## src/rtl/tm1638_frame_sched_if.sv

```systemverilog
// Display-content side and TM1638 pin side of the frame sequencer.
// master = the logic that requests frames, slave = the sequencer.
interface tm1638_frame_sched_if;
    logic       req;
    logic [3:0] seg0, seg1, seg2, seg3, seg4, seg5, seg6, seg7;
    logic [7:0] led;
    logic [2:0] brightness;
    logic       display_on;
    logic       clk;
    logic       stb;
    logic       dio;
    logic       busy;
    logic       frame_done;

    modport master (
        output req, seg0, seg1, seg2, seg3, seg4, seg5, seg6, seg7,
        output led, brightness, display_on,
        input  clk, stb, dio, busy, frame_done
    );

    modport slave (
        input  req, seg0, seg1, seg2, seg3, seg4, seg5, seg6, seg7,
        input  led, brightness, display_on,
        output clk, stb, dio, busy, frame_done
    );
endinterface

```

## src/rtl/tm1638_frame_sched.sv

```systemverilog
// TM1638 frame sequencer: snapshot digits/LEDs/brightness, then send 0x40, 0xC0 + 16 data bytes, display control.
// Optional leading-zero blanking of seg0..seg6 when TM1638_LEADING_ZERO_BLANK_EN is defined.
module tm1638_frame_sched #(
    parameter int CLK_DIV = 4
) (
    input  logic                 clkinput,
    input  logic                 rst,
    tm1638_frame_sched_if.slave  bus
);

    typedef enum logic [2:0] {IDLE, START, BIT_LO, BIT_HI, END} state_t;

    localparam int              DW       = (CLK_DIV > 1) ? $clog2(CLK_DIV) : 1;
    localparam logic [DW-1:0]   DIV_LAST = DW'(CLK_DIV - 1);

    state_t         state_q, state_d;
    logic [DW-1:0]  div_q, div_d;
    logic [2:0]     bit_q, bit_d;
    logic [4:0]     byte_q, byte_d;
    logic [1:0]     trans_q, trans_d;
    logic           load;
    logic           tick;
    logic [4:0]     last_byte;

    logic [3:0]     digit_q [8];
    logic [7:0]     led_q;
    logic [2:0]     bright_q;
    logic           on_q;
    logic [7:0]     blank;

    logic [7:0]     tx_byte;
    logic [2:0]     led_idx;

    logic           stb_q, sclk_q, dio_q, busy_q, done_q;
    logic           stb_d, sclk_d, dio_d, busy_d, done_d;

    function automatic logic [7:0] font(input logic [3:0] d);
        case (d)
            4'h0: font = 8'h3F;  4'h1: font = 8'h06;  4'h2: font = 8'h5B;  4'h3: font = 8'h4F;
            4'h4: font = 8'h66;  4'h5: font = 8'h6D;  4'h6: font = 8'h7D;  4'h7: font = 8'h07;
            4'h8: font = 8'h7F;  4'h9: font = 8'h6F;  4'hA: font = 8'h77;  4'hB: font = 8'h7C;
            4'hC: font = 8'h39;  4'hD: font = 8'h5E;  4'hE: font = 8'h79;  default: font = 8'h71;
        endcase
    endfunction

    assign tick      = (div_q == DIV_LAST);
    assign last_byte = (trans_q == 2'd1) ? 5'd16 : 5'd0;

`ifdef TM1638_LEADING_ZERO_BLANK_EN
    // A digit is blanked while every digit to its left (and itself) is zero; seg7 always shows.
    always_comb begin
        logic run;
        blank = '0;
        run   = 1'b1;
        for (int i = 0; i < 7; i++) begin
            run      = run && (digit_q[i] == 4'd0);
            blank[i] = run;
        end
    end
`else
    assign blank = '0;
`endif

    // NOTE: every always_comb output gets a default first so no path leaves it unassigned (no latch).
    always_comb begin
        state_d = state_q;
        div_d   = tick ? '0 : div_q + DW'(1);
        bit_d   = bit_q;
        byte_d  = byte_q;
        trans_d = trans_q;
        load    = 1'b0;
        case (state_q)
            IDLE: begin
                div_d = '0;
                if (bus.req) begin
                    load    = 1'b1;
                    state_d = START;
                    trans_d = 2'd0;
                    byte_d  = 5'd0;
                    bit_d   = 3'd0;
                end
            end
            START:  if (tick) state_d = BIT_LO;
            BIT_LO: if (tick) state_d = BIT_HI;
            BIT_HI: begin
                if (tick) begin
                    state_d = BIT_LO;
                    bit_d   = bit_q + 3'd1;
                    if (bit_q == 3'd7) begin
                        if (byte_q == last_byte) state_d = END;
                        else                     byte_d  = byte_q + 5'd1;
                    end
                end
            end
            END: begin
                if (tick) begin
                    if (trans_q == 2'd2) begin
                        state_d = IDLE;
                    end else begin
                        state_d = START;
                        trans_d = trans_q + 2'd1;
                        byte_d  = 5'd0;
                    end
                end
            end
            default: state_d = IDLE;
        endcase
    end

    // Byte addressed by the next-cycle indices; odd bytes of transaction 1 are digits, even ones LEDs.
    always_comb begin
        led_idx = byte_d[3:1] - 3'd1;
        tx_byte = 8'h40;
        case (trans_d)
            2'd0: tx_byte = 8'h40;
            2'd1: begin
                if (byte_d == 5'd0)  tx_byte = 8'hC0;
                else if (byte_d[0])  tx_byte = blank[byte_d[3:1]] ? 8'h00 : font(digit_q[byte_d[3:1]]);
                else                 tx_byte = {7'b0, led_q[led_idx]};
            end
            default: tx_byte = on_q ? {5'b10001, bright_q} : 8'h80;
        endcase
    end

    // Pin levels for the next cycle, so that every output leaves a flop.
    always_comb begin
        stb_d  = !(state_d == START || state_d == BIT_LO || state_d == BIT_HI);
        sclk_d = (state_d != BIT_LO);
        dio_d  = (state_d == BIT_LO || state_d == BIT_HI) ? tx_byte[bit_d] : 1'b1;
        busy_d = (state_d != IDLE);
        done_d = (state_d == END) && (trans_d == 2'd2) && (div_d == DIV_LAST);
    end

    // NOTE: sequential state uses non-blocking assignments so every flop samples pre-edge values.
    always_ff @(posedge clkinput or posedge rst) begin
        if (rst) begin
            state_q <= IDLE;
            div_q   <= '0;
            bit_q   <= '0;
            byte_q  <= '0;
            trans_q <= '0;
            stb_q   <= 1'b1;
            sclk_q  <= 1'b1;
            dio_q   <= 1'b1;
            busy_q  <= 1'b0;
            done_q  <= 1'b0;
        end else begin
            state_q <= state_d;
            div_q   <= div_d;
            bit_q   <= bit_d;
            byte_q  <= byte_d;
            trans_q <= trans_d;
            stb_q   <= stb_d;
            sclk_q  <= sclk_d;
            dio_q   <= dio_d;
            busy_q  <= busy_d;
            done_q  <= done_d;
        end
    end

    // NOTE: the shadow registers are only read after a load, so they take no reset.
    always_ff @(posedge clkinput) begin
        if (load) begin
            digit_q[0] <= bus.seg0;
            digit_q[1] <= bus.seg1;
            digit_q[2] <= bus.seg2;
            digit_q[3] <= bus.seg3;
            digit_q[4] <= bus.seg4;
            digit_q[5] <= bus.seg5;
            digit_q[6] <= bus.seg6;
            digit_q[7] <= bus.seg7;
            led_q      <= bus.led;
            bright_q   <= bus.brightness;
            on_q       <= bus.display_on;
        end
    end

    assign bus.stb        = stb_q;
    assign bus.clk        = sclk_q;
    assign bus.dio        = dio_q;
    assign bus.busy       = busy_q;
    assign bus.frame_done = done_q;

endmodule

```

## src/flat_wrapper.sv

```systemverilog
// flat-port wrapper written by rule: the top's interface ports become plain ports
module tm1638_frame_sched_flat 
#(
    parameter int CLK_DIV = 4
)
  (clkinput, rst, bus_req, bus_seg0, bus_seg1, bus_seg2, bus_seg3, bus_seg4, bus_seg5, bus_seg6, bus_seg7, bus_led, bus_brightness, bus_display_on, bus_clk, bus_stb, bus_dio, bus_busy, bus_frame_done);
  tm1638_frame_sched_if bus_i ();
  input  logic clkinput;
  input  logic rst;
  input wire logic [$bits(bus_i.req)-1:0] bus_req;
  input wire logic [$bits(bus_i.seg0)-1:0] bus_seg0;
  input wire logic [$bits(bus_i.seg1)-1:0] bus_seg1;
  input wire logic [$bits(bus_i.seg2)-1:0] bus_seg2;
  input wire logic [$bits(bus_i.seg3)-1:0] bus_seg3;
  input wire logic [$bits(bus_i.seg4)-1:0] bus_seg4;
  input wire logic [$bits(bus_i.seg5)-1:0] bus_seg5;
  input wire logic [$bits(bus_i.seg6)-1:0] bus_seg6;
  input wire logic [$bits(bus_i.seg7)-1:0] bus_seg7;
  input wire logic [$bits(bus_i.led)-1:0] bus_led;
  input wire logic [$bits(bus_i.brightness)-1:0] bus_brightness;
  input wire logic [$bits(bus_i.display_on)-1:0] bus_display_on;
  output wire logic [$bits(bus_i.clk)-1:0] bus_clk;
  output wire logic [$bits(bus_i.stb)-1:0] bus_stb;
  output wire logic [$bits(bus_i.dio)-1:0] bus_dio;
  output wire logic [$bits(bus_i.busy)-1:0] bus_busy;
  output wire logic [$bits(bus_i.frame_done)-1:0] bus_frame_done;
  assign bus_i.req = bus_req;
  assign bus_i.seg0 = bus_seg0;
  assign bus_i.seg1 = bus_seg1;
  assign bus_i.seg2 = bus_seg2;
  assign bus_i.seg3 = bus_seg3;
  assign bus_i.seg4 = bus_seg4;
  assign bus_i.seg5 = bus_seg5;
  assign bus_i.seg6 = bus_seg6;
  assign bus_i.seg7 = bus_seg7;
  assign bus_i.led = bus_led;
  assign bus_i.brightness = bus_brightness;
  assign bus_i.display_on = bus_display_on;
  assign bus_clk = bus_i.clk;
  assign bus_stb = bus_i.stb;
  assign bus_dio = bus_i.dio;
  assign bus_busy = bus_i.busy;
  assign bus_frame_done = bus_i.frame_done;
  tm1638_frame_sched #(.CLK_DIV(CLK_DIV)) u_core (.clkinput(clkinput), .rst(rst), .bus(bus_i));
endmodule
```

## config.mk

```make
export PLATFORM = sky130hd
export DESIGN_NAME = tm1638_frame_sched_flat
export DESIGN_NICKNAME = d
export VERILOG_FILES = /design/src/rtl/tm1638_frame_sched_if.sv /design/src/rtl/tm1638_frame_sched.sv /design/src/flat_wrapper.sv
export SDC_FILE = /design/constraint.sdc
export NUM_CORES = 1
export LEC_CHECK = 0
export ABC_AREA = 0
export CORE_MARGIN = 2
export CORE_UTILIZATION = 56
export CTS_CLUSTER_SIZE = 8
export DETAILED_ROUTE_END_ITERATION = 6
export PLACE_DENSITY = 0.83
export SLEW_MARGIN = 0
export SYNTH_ARGS = -nofsm -noshare
export SYNTH_HDL_FRONTEND = slang
export SYNTH_SLANG_ARGS = --single-unit
```

## constraint.sdc

```tcl
create_clock -name clkinput -period 11.8 [get_ports clkinput]
set_input_delay 1.77 -clock clkinput [delete_from_list [all_inputs] [get_ports clkinput]]
set_output_delay 1.77 -clock clkinput [all_outputs]
set_load 0.02 [all_outputs]
```

[Word-level counts from Yosys, hierarchy flattened]
Memory sizes are Yosys's and may differ from the RTL's.
Index checks and enable logic that the tools add are counted.
Operators by class
  muxes and demuxes: 41
  $lt $le $gt $ge: 3
  eq/ne operators: 17
  reductions and logical operators: 10
  add/subtract/negate cells: 5
Operators by type and width (number)
  5-bit two-way mux: 7
  3-bit two-way mux: 9
  8-bit two-way mux: 3
  8-bit one-hot mux with 2 select lines: 1
  3-bit one-hot mux with 5 select lines: 1
  5-bit one-hot mux with 3 select lines: 1
  3-bit by 2-bit == test with 1-bit output, second input constant: 4
  3-bit by 4-bit < comparator with 1-bit output, second input constant: 3
  2-bit two-way mux: 5
  3-bit == test, second input constant: 3
  1-bit two-way mux: 9
  2-bit == test, second input constant: 4
  1-bit binary-select mux with 3-bit select: 2
  3-bit by 1-bit == test with 1-bit output, second input constant: 2
  3-bit one-hot mux with 2 select lines: 1
  5-bit by 1-bit adder with 5-bit output, second input constant: 1
  5-bit == test: 1
  5-bit logical NOT: 1
  2-bit by 1-bit adder with 2-bit output, second input constant: 2
  2-bit by 1-bit == test with 1-bit output, second input constant: 2
  4-bit two-way mux: 1
  2-bit one-hot mux with 2 select lines: 1
  3-bit by 1-bit adder with 3-bit output, second input constant: 1
  3-bit logical NOT: 1
  other kinds (7): 10
Storage, ports and cells
  memory bits (read-only): 120
  flip-flop bits (word level): 32
  memory bits (writable): 32
  output and inout bits: 5
  memories kept: 3
  logic and storage cells: 92
  bits of input ports: 47
Memory list
  (no name shown): depth 16, width 7, read ports 1, clocked after memory_dff 0, write ports 0, line tm1638_frame_sched.sv:38  | case (d)
  u_core.digit_q: depth 8, width 4, read ports 1, clocked after memory_dff 0, write ports 8, line tm1638_frame_sched.sv:25  | logic [3:0] digit_q [8];
  (no name shown): depth 8, width 1, read ports 1, clocked after memory_dff 0, write ports 0, line tm1638_frame_sched.sv:118  | else if (byte_d[0]) tx_byte = blank[byte_d[3:1]] ? 8'h00 : font(digit_q[byte_d[3:1]]);

[Longest topological paths before layout]
Gate-level depths: netlist of the first run.
  depth after elaboration: 16
  gate-level depth with buffers: 17
  mapped depth without buffers: 16

[Least setup slack after synthesis of the first run]
OpenSTA, ideal clock, no wires.
  path kind: input to register
  start: in bus_req
  end: reg u_core.dio_q, in the netlist u_core.bus.dio
  required time: 11.725 ns
  stages on the path: 12
  arrival time: 6.308 ns
  setup time: 0.075 ns
  path buffers: 1
  path slack: 5.417 ns
  path through: nor4b_2 -> a211oi_1 -> a211o_1 -> buf_6 -> mux2i_1 -> mux2i_2 -> inv_1 -> ha_1 -> or3_1 -> nand4_1 -> a41oi_1 -> o211ai_2
Between the ends
  longest elaborated chain between the ends: 11
RTL lines
  start: declaration: line flat_wrapper.sv:10  | input wire logic [$bits(bus_i.req)-1:0] bus_req;
  5-bit two-way mux *: line tm1638_frame_sched.sv:75  | if (bus.req) begin
  5-bit one-hot mux with 3 select lines *: line tm1638_frame_sched.sv:72  | case (state_q)
  named net u_core.byte_d[2]: line tm1638_frame_sched.sv:19  | logic [4:0] byte_q, byte_d;
  memory 8 x 4 bit, or another cell as far along
  memory 16 x 7 bit, or another cell as far along
  8-bit two-way mux / 1-bit two-way mux (equally long branches): line tm1638_frame_sched.sv:118, tm1638_frame_sched.sv:119
  8-bit two-way mux: line tm1638_frame_sched.sv:118
  8-bit two-way mux *: line tm1638_frame_sched.sv:117  | if (byte_d == 5'd0) tx_byte = 8'hC0;
  8-bit one-hot mux with 2 select lines *: line tm1638_frame_sched.sv:114  | case (trans_d)
  1-bit binary-select mux with 3-bit select *: line tm1638_frame_sched.sv:129  | dio_d = (state_d == BIT_LO || state_d == BIT_HI) ? tx_byte[bit_d] : 1'b1;
  1-bit two-way mux (implied by the code) *: line tm1638_frame_sched.sv:129
  1-bit two-way mux *: line tm1638_frame_sched.sv:129
  named net u_core.dio_d: line tm1638_frame_sched.sv:35  | logic stb_d, sclk_d, dio_d, busy_d, done_d;
  end signal: assignment: line tm1638_frame_sched.sv:155  | dio_q <= dio_d;
  end: declaration: line tm1638_frame_sched.sv:34  | logic stb_q, sclk_q, dio_q, busy_q, done_q;
The timed path passes the listed nets; every way through them passes the cells marked *. The select of a mux whose other input is x is not followed.
A chain may end at the register's enable or synchronous reset.

[Worst setup path in the final report of the first run]
  start: in bus_req
  end: reg u_core.dio_q, in the netlist u_core.bus.dio
Between the ends
  longest elaborated chain between the ends: 11
RTL lines (line)
  5-bit two-way mux: tm1638_frame_sched.sv:75
  5-bit one-hot mux with 3 select lines: tm1638_frame_sched.sv:72
  memory 8 x 4 bit, or another cell as far along
  memory 16 x 7 bit, or another cell as far along
  8-bit two-way mux / 1-bit two-way mux (equally long branches): tm1638_frame_sched.sv:118, tm1638_frame_sched.sv:119
  8-bit two-way mux: tm1638_frame_sched.sv:118
  8-bit two-way mux: tm1638_frame_sched.sv:117
  8-bit one-hot mux with 2 select lines: tm1638_frame_sched.sv:114
  1-bit binary-select mux with 3-bit select: tm1638_frame_sched.sv:129
  1-bit two-way mux (implied by the code): tm1638_frame_sched.sv:129
  1-bit two-way mux *: tm1638_frame_sched.sv:129
  named net u_core.dio_d: tm1638_frame_sched.sv:35
Marks and branches as above.

==> impl_metrics.ini, run 1 <==
[clock_tree]
cts_resized = 0
clk_pin_slew_ns = 0.07
cts_tree = done
postCtsSetupRepairBufs = 0
cts_root_buf = clkbuf_8
cts_made_buffers = 9
clk_latency_ns = 0.33
cts_max_level = 3
ctsHoldBuffers = 0
cts_buffer_depth = 2
cts.sinks = 64

[layout]
final_cell_mix = clkdlybuf4s50_1 (51), edfxtp_1 (44), mux2i_1 (19)
fillers = 408
post-route-cell-area_um2 = 4094
n_antenna_cell = 0
final_common_cell = clkdlybuf4s50_1
final_nets = 381
syn_to_final_growth_pct = 21.73
drive_gt1_frac = 0.1176

[placement]
placed_area_um2 = 3909
portBuffers = 51
dp_hpwl_um = 4891
gp_congestion = 0.8695

[setup_path]
worstPathArrival_ns = 5.35
cp-end-kind = flop
slowest_stage = clkdlybuf4s50_1
r2r_end = u_core.bus.dio$_DFF_PP1_
slowest_delay_ns = 0.53
ff2ff_setup_slack_ns = 7.95
crit_path_frequent_cell = nand4_1
path_class = in2reg
r2r-start = u_core.state_q[1]$_DFF_PP0_
r2r_cells = 12
critPathLaunchType = primary input
cp_max_fo = 46
crit_chain = clkdlybuf4s50_1 -> nor4b_4 -> buf_4 -> a211oi_1 -> a211o_1 -> inv_4 -> nand4_1 -> nand4_1 -> nor2b_1 -> o2bb2ai_1 -> mux2i_1 -> a221oi_1 -> o211ai_2
crit_required_ns = 12.04

[route]
drc = 0
vias = 2405
postRouteAntennaNets = 0
via_per_inst = 6.043
drtPass1Iterations = 5
drtIter0Drc = 162
avgRoutedWirePerCell_um = 16.92
wl_um = 6733

[logic_synthesis]
syn_inst = 266
synth_edf_count = 44
ys.flop_type = edfxtp_1
synthSimpleGateAreaFrac = 0.1577
seq_area_frac_synth = 0.5428
synth_cell_types = 63
synth_top_family_by_area = simple AND/OR/NAND/NOR gates
syn_area_um2 = 3363
syn_nets = 328
synthArstFlopShare = 0.3125
ys_warn_count = 0
synth-xor-area-share = 0.01042
yosys.area_share.adder = 0.05580
avgSynthCellArea_um2 = 12.64
muxShareOfSynthArea = 0.08743
ys_ff_latch = 64
synth_compound_area_frac = 0.1019

[floorplanning]
io_pins = 52
dieWidth_um = 81.50
coreArea_um2 = 5851
start_util = 0.5749
dieArea_um2 = 6641
die_h_um = 81.50
std_cell_rows = 28

[timing]
fmax_mhz = 195.7
tightest_slew_ns = 0.7929
setup_viol = 0
fin_tns_setup_ns = 0
min_period_ns = 5.110
fin_crit_sh = 0.4330
hold_viol_final = 0
rsz0062_at_grt = false
slew_violations = 0
finClkSkew_ns = 0.01027
timing.slew.headroom = 0.4669

[min_path]
hold_end = u_core.div_q[0]$_DFF_PP0_
min_from = u_core.div_q[0]$_DFF_PP0_
hold_class = reg2reg
whs_path_depth = 1

[run]
drv_cap = 0

[pwr]
intPower_mw = 0.3488
clock_power_share = 0.407
p_seq_frac = 0.554
switching_share = 0.1958
switching_power_mw = 0.08493
comb_power_share = 0.039
ir_worst_vdd_mv = 0.1109
p_leak_nw = 1.498
cellPowerDensity_nw_per_um2 = 105.9

[grt]
grt_pass1_vias = 2398
grt_pass1_wl_um = 10950
antenna_found_initial = 0
grt_remaining_overflow = 0
grt_max_degree = 47
grt_usage = 0.2201

[outcome]
status = completed
==> power by group through the flow <==
stage / combinational (mW) / clock, mW / sequential (mW)
after floorplan: 0.00124 / 0 / 0.245
after global placement: 0.0169 / 0 / 0.245
after detailed placement: 0.0172 / 0 / 0.245
after CTS: 0.0172 / 0.180 / 0.240
after global routing: 0.0181 / 0.191 / 0.240
final: 0.0169 / 0.177 / 0.240
==> cells in the mapped netlist, types with 3 or more instances <==
cell type  count  area [um^2]
edfxtp_1      44         1321
mux2i_1       19        190.2
dfrtp_1       17        425.4
ha_1          15        187.7
inv_1         15        56.30
nand3_1       15        75.07
o21ai_0       13        65.06
nand2_1       11        41.29
nand4_1       10        62.56
nor2_1         8        30.03
a21oi_1        7        35.03
nor3_1         6        30.03
and3_1         5        31.28
xnor2_1        4        35.03
a211oi_1       3        22.52
a22o_1         3        26.28
buf_4          3        22.52
buf_6          3        33.78
dfstp_2        3        78.83
nand4b_1       3        26.28
nor2b_1        3        18.77
==> critical path: cells and delay by family <==
family                 cells  cell delay [ns]
multiplexers               1             0.11
buffers and inverters      3             1.19
AO/OA/AOI/OAI              5             1.21
AND/OR/NAND/NOR            4             1.03
==> registers in the layout, indices dropped and copies added, names as in the netlist, 2 cells and up <==
name and flops:
u_core.digit_q 32, u_core.led_q 8, u_core.byte_q 5, u_core.bit_q 3, u_core.bright_q 3, u_core.state_q 3
u_core.div_q 2, u_core.trans_q 2
==> logic make-up (layout without fill, tap and decap cells) <==
logic type      Yosys count  in the layout
compound gates           48             48
xor+xnor                  4              4
fa+ha+maj                15             15
buf+inv                  28             85
flops                    64             64
mux                      25             25
simple gates             82             82
==> how the worst max path moves through the flow <==
stage	from	endpoint
after floorplan	bus_req	u_core.bus.dio$_DFF_PP1_
after global placement	bus_req	u_core.bus.dio$_DFF_PP1_
after detailed placement	bus_req	u_core.bus.dio$_DFF_PP1_
after CTS	bus_req	u_core.bus.dio$_DFF_PP1_
after global routing	bus_req	u_core.bus.dio$_DFF_PP1_
final	bus_req	u_core.bus.dio$_DFF_PP1_
==> per-layer routing <==
layer  global-route usage  vias up  routed length [um]
li1                     -     1132                   -
met1               0.2666     1167                2686
met2               0.3861       95                3599
met3              0.05495       11                 365
met4              0.06949        0                  82
met5                    0        -                   0
==> cell type report <==
type                       instances  area, um^2  area share
multi-input combinational        174        1399      0.3417
clock inverter                     6       61.31     0.01498
timing repair buffer              52       518.0      0.1265
inverter                          18       72.57     0.01773
sequential                        64        1826      0.4459
tap                               75       93.84     0.02292
clock buffer                       9       123.9     0.03026
==> metrics by stage <==
step	setup slack (ns)	hold slack, ns	total power [mW]	util	cells
6_report	6.690	0.4782	0.4337	0.6997	398
5_1_grt	6.481	0.4912	0.4490	0.6997	398
4_1_cts	6.755	0.4815	0.4377	0.6997	398
3_5_place_dp	6.441	0.4730	0.2622	0.6681	383
3_3_place_gp	6.574	0.4417	0.2619	0.6681	383
2_1_floorplan	5.417	0.4269	0.2463	-	266
Power figures use the tool's default switching activity.
==> run 2: changes to the inputs <==
CORE_UTILIZATION = 54   (was 56)
PLACE_DENSITY = 0.8   (was 0.83)
clock period = 5.16 ns   (was 11.8 ns; I/O delays follow)
==> run 2 against run 1 <==
Largest power group unchanged; hold slack worse by 0.022 ns; critical endpoint unchanged; final cell count is 0.25% higher; wire length is 0.25% lower; register-to-register slack worse by 6.5 ns; critical path depth is 1 higher.
==> impl_metrics.ini, run 2 (synthesis gave the netlist of run 1 again) <==
[layout]
fin_util = 0.6931
final_cell_mix = clkdlybuf4s50_1 (51), edfxtp_1 (44), mux2i_1 (19)
largest_reg_flops = 32
reg_top3 = u_core.digit_q (32), u_core.led_q (8), u_core.byte_q (5)
fillers = 455
syn_to_final_growth_pct = 22.73
top_register = u_core.digit_q
n_antenna_cell = 0
final_nets = 381
drive_gt1_frac = 0.1204
final_common_cell = clkdlybuf4s50_1
post-route-cell-area_um2 = 4128

[setup_path]
crit_required_ns = 5.43
cp-startpoint = bus_req
cp_max_fo = 13
cp_num_buf_inv = 3
slowest_stage = clkdlybuf4s50_1
worstPathArrival_ns = 4.04
crit_chain = clkdlybuf4s50_1 -> nor3b_2 -> nor4b_2 -> nor3_4 -> inv_2 -> mux2i_1 -> mux2i_1 -> mux2i_2 -> inv_1 -> ha_1 -> or3_1 -> nand4_1 -> a41oi_1 -> o211ai_2
critical-path-top-delay-family = simple AND/OR/NAND/NOR gates
critPathLaunchType = primary input
crit_path_frequent_cell = mux2i_1
r2r_end = u_core.bus.dio$_DFF_PP1_
r2r_cells = 14
cp-end-kind = flop
path_class = in2reg
ff2ff_setup_slack_ns = 1.42
r2r-start = u_core.div_q[0]$_DFF_PP0_
slowest_delay_ns = 0.53

[grt]
grt_max_degree = 46
antenna_found_initial = 0
grt_remaining_overflow = 0
grt_usage = 0.2123
grt_pass1_wl_um = 11470
grt_pass1_vias = 2338

[run]
drv_cap = 0

[floorplanning]
start_util = 0.5647
dieWidth_um = 82.92
coreArea_um2 = 5956
std_cell_rows = 28
die_h_um = 82.92
dieArea_um2 = 6876
io_pins = 52

[placement]
dp_slack_ns = 1.061
dp_hpwl_um = 4800
placed_area_um2 = 3909
portBuffers = 51
gp_congestion = 0.8224

[route]
drc = 0
via_per_inst = 5.822
vias = 2323
drtPass1Iterations = 4
avgRoutedWirePerCell_um = 16.83
postRouteAntennaNets = 0
drtIter0Drc = 148
wl_um = 6716

[clock_tree]
cts_buffer_depth = 2
cts_made_buffers = 9
ctsHoldBuffers = 0
cts_max_level = 3
cts_resized = 0
clk_pin_slew_ns = 0.07
postCtsSetupRepairBufs = 0
cts_root_buf = clkbuf_8
cts.sinks = 64
clk_latency_ns = 0.34
cts_tree = done

[min_path]
min_from = u_core.div_q[0]$_DFF_PP0_
hold_class = reg2reg
whs_path_depth = 1
hold_end = u_core.div_q[0]$_DFF_PP0_

[pwr]
ir_worst_vdd_mv = 0.2518
cellPowerDensity_nw_per_um2 = 255.8
p_leak_nw = 1.524
power.total_mw = 1.056

[timing]
finClkSkew_ns = 0.007826
setup_viol = 0
tightest_slew_ns = 0.8836
fin_ws_ns = 1.387
hold_viol_final = 0
timing.slew.headroom = 0.4059
fin_tns_setup_ns = 0
min_period_ns = 3.773
fmax_mhz = 265.1
fin_crit_sh = 0.7311
rsz0062_at_grt = false
slew_violations = 0

[outcome]
status = completed
[run 2: worst max-delay path by stage]
stage | endpoint | slack, ns | cells past startpoint
3_5_place_dp | u_core.bus.dio$_DFF_PP1_ | 1.06 | 14
2_1_floorplan | u_core.bus.dio$_DFF_PP1_ | 0.83 | 12
5_1_grt | u_core.bus.dio$_DFF_PP1_ | 1.01 | 15
3_3_place_gp | u_core.bus.dio$_DFF_PP1_ | 1.25 | 14
4_1_cts | u_core.bus.dio$_DFF_PP1_ | 1.41 | 14
6_report | u_core.bus.dio$_DFF_PP1_ | 1.39 | 14
[run 2: routing by layer]
layer,global-route usage,share of wire,vias to the layer above
li1,-,-,1136
met1,0.2741,0.42,1100
met2,0.3394,0.51,76
met3,0.05865,0.056,11
met4,0.08644,0.017,0
met5,0,0,-
[run 2: through the flow]
step	hold WS [ns]	instances
after global routing	0.4831	399
after detailed placement	0.4469	383
after CTS	0.4571	399
final	0.4562	399
after floorplan	0.4269	266
after global placement	0.4386	383
[run 2: cell type report]
type | count | area [um^2] | share of cell area
inverter | 18 | 72.57 | 0.01758
timing repair buffer | 52 | 518.0 | 0.1255
tap | 75 | 93.84 | 0.02273
multi-input combinational | 174 | 1399 | 0.3389
clock buffer | 9 | 123.9 | 0.03001
clock inverter | 7 | 95.09 | 0.02304
sequential | 64 | 1826 | 0.4423
[run 2: where the power goes]
part	switching (mW)	leakage (nW)	total, mW	internal (mW)
logic	0.00798	0.795	0.0385	0.0305
registers	0	0.618	0.549	0.549
clock network	0.195	0.111	0.468	0.273
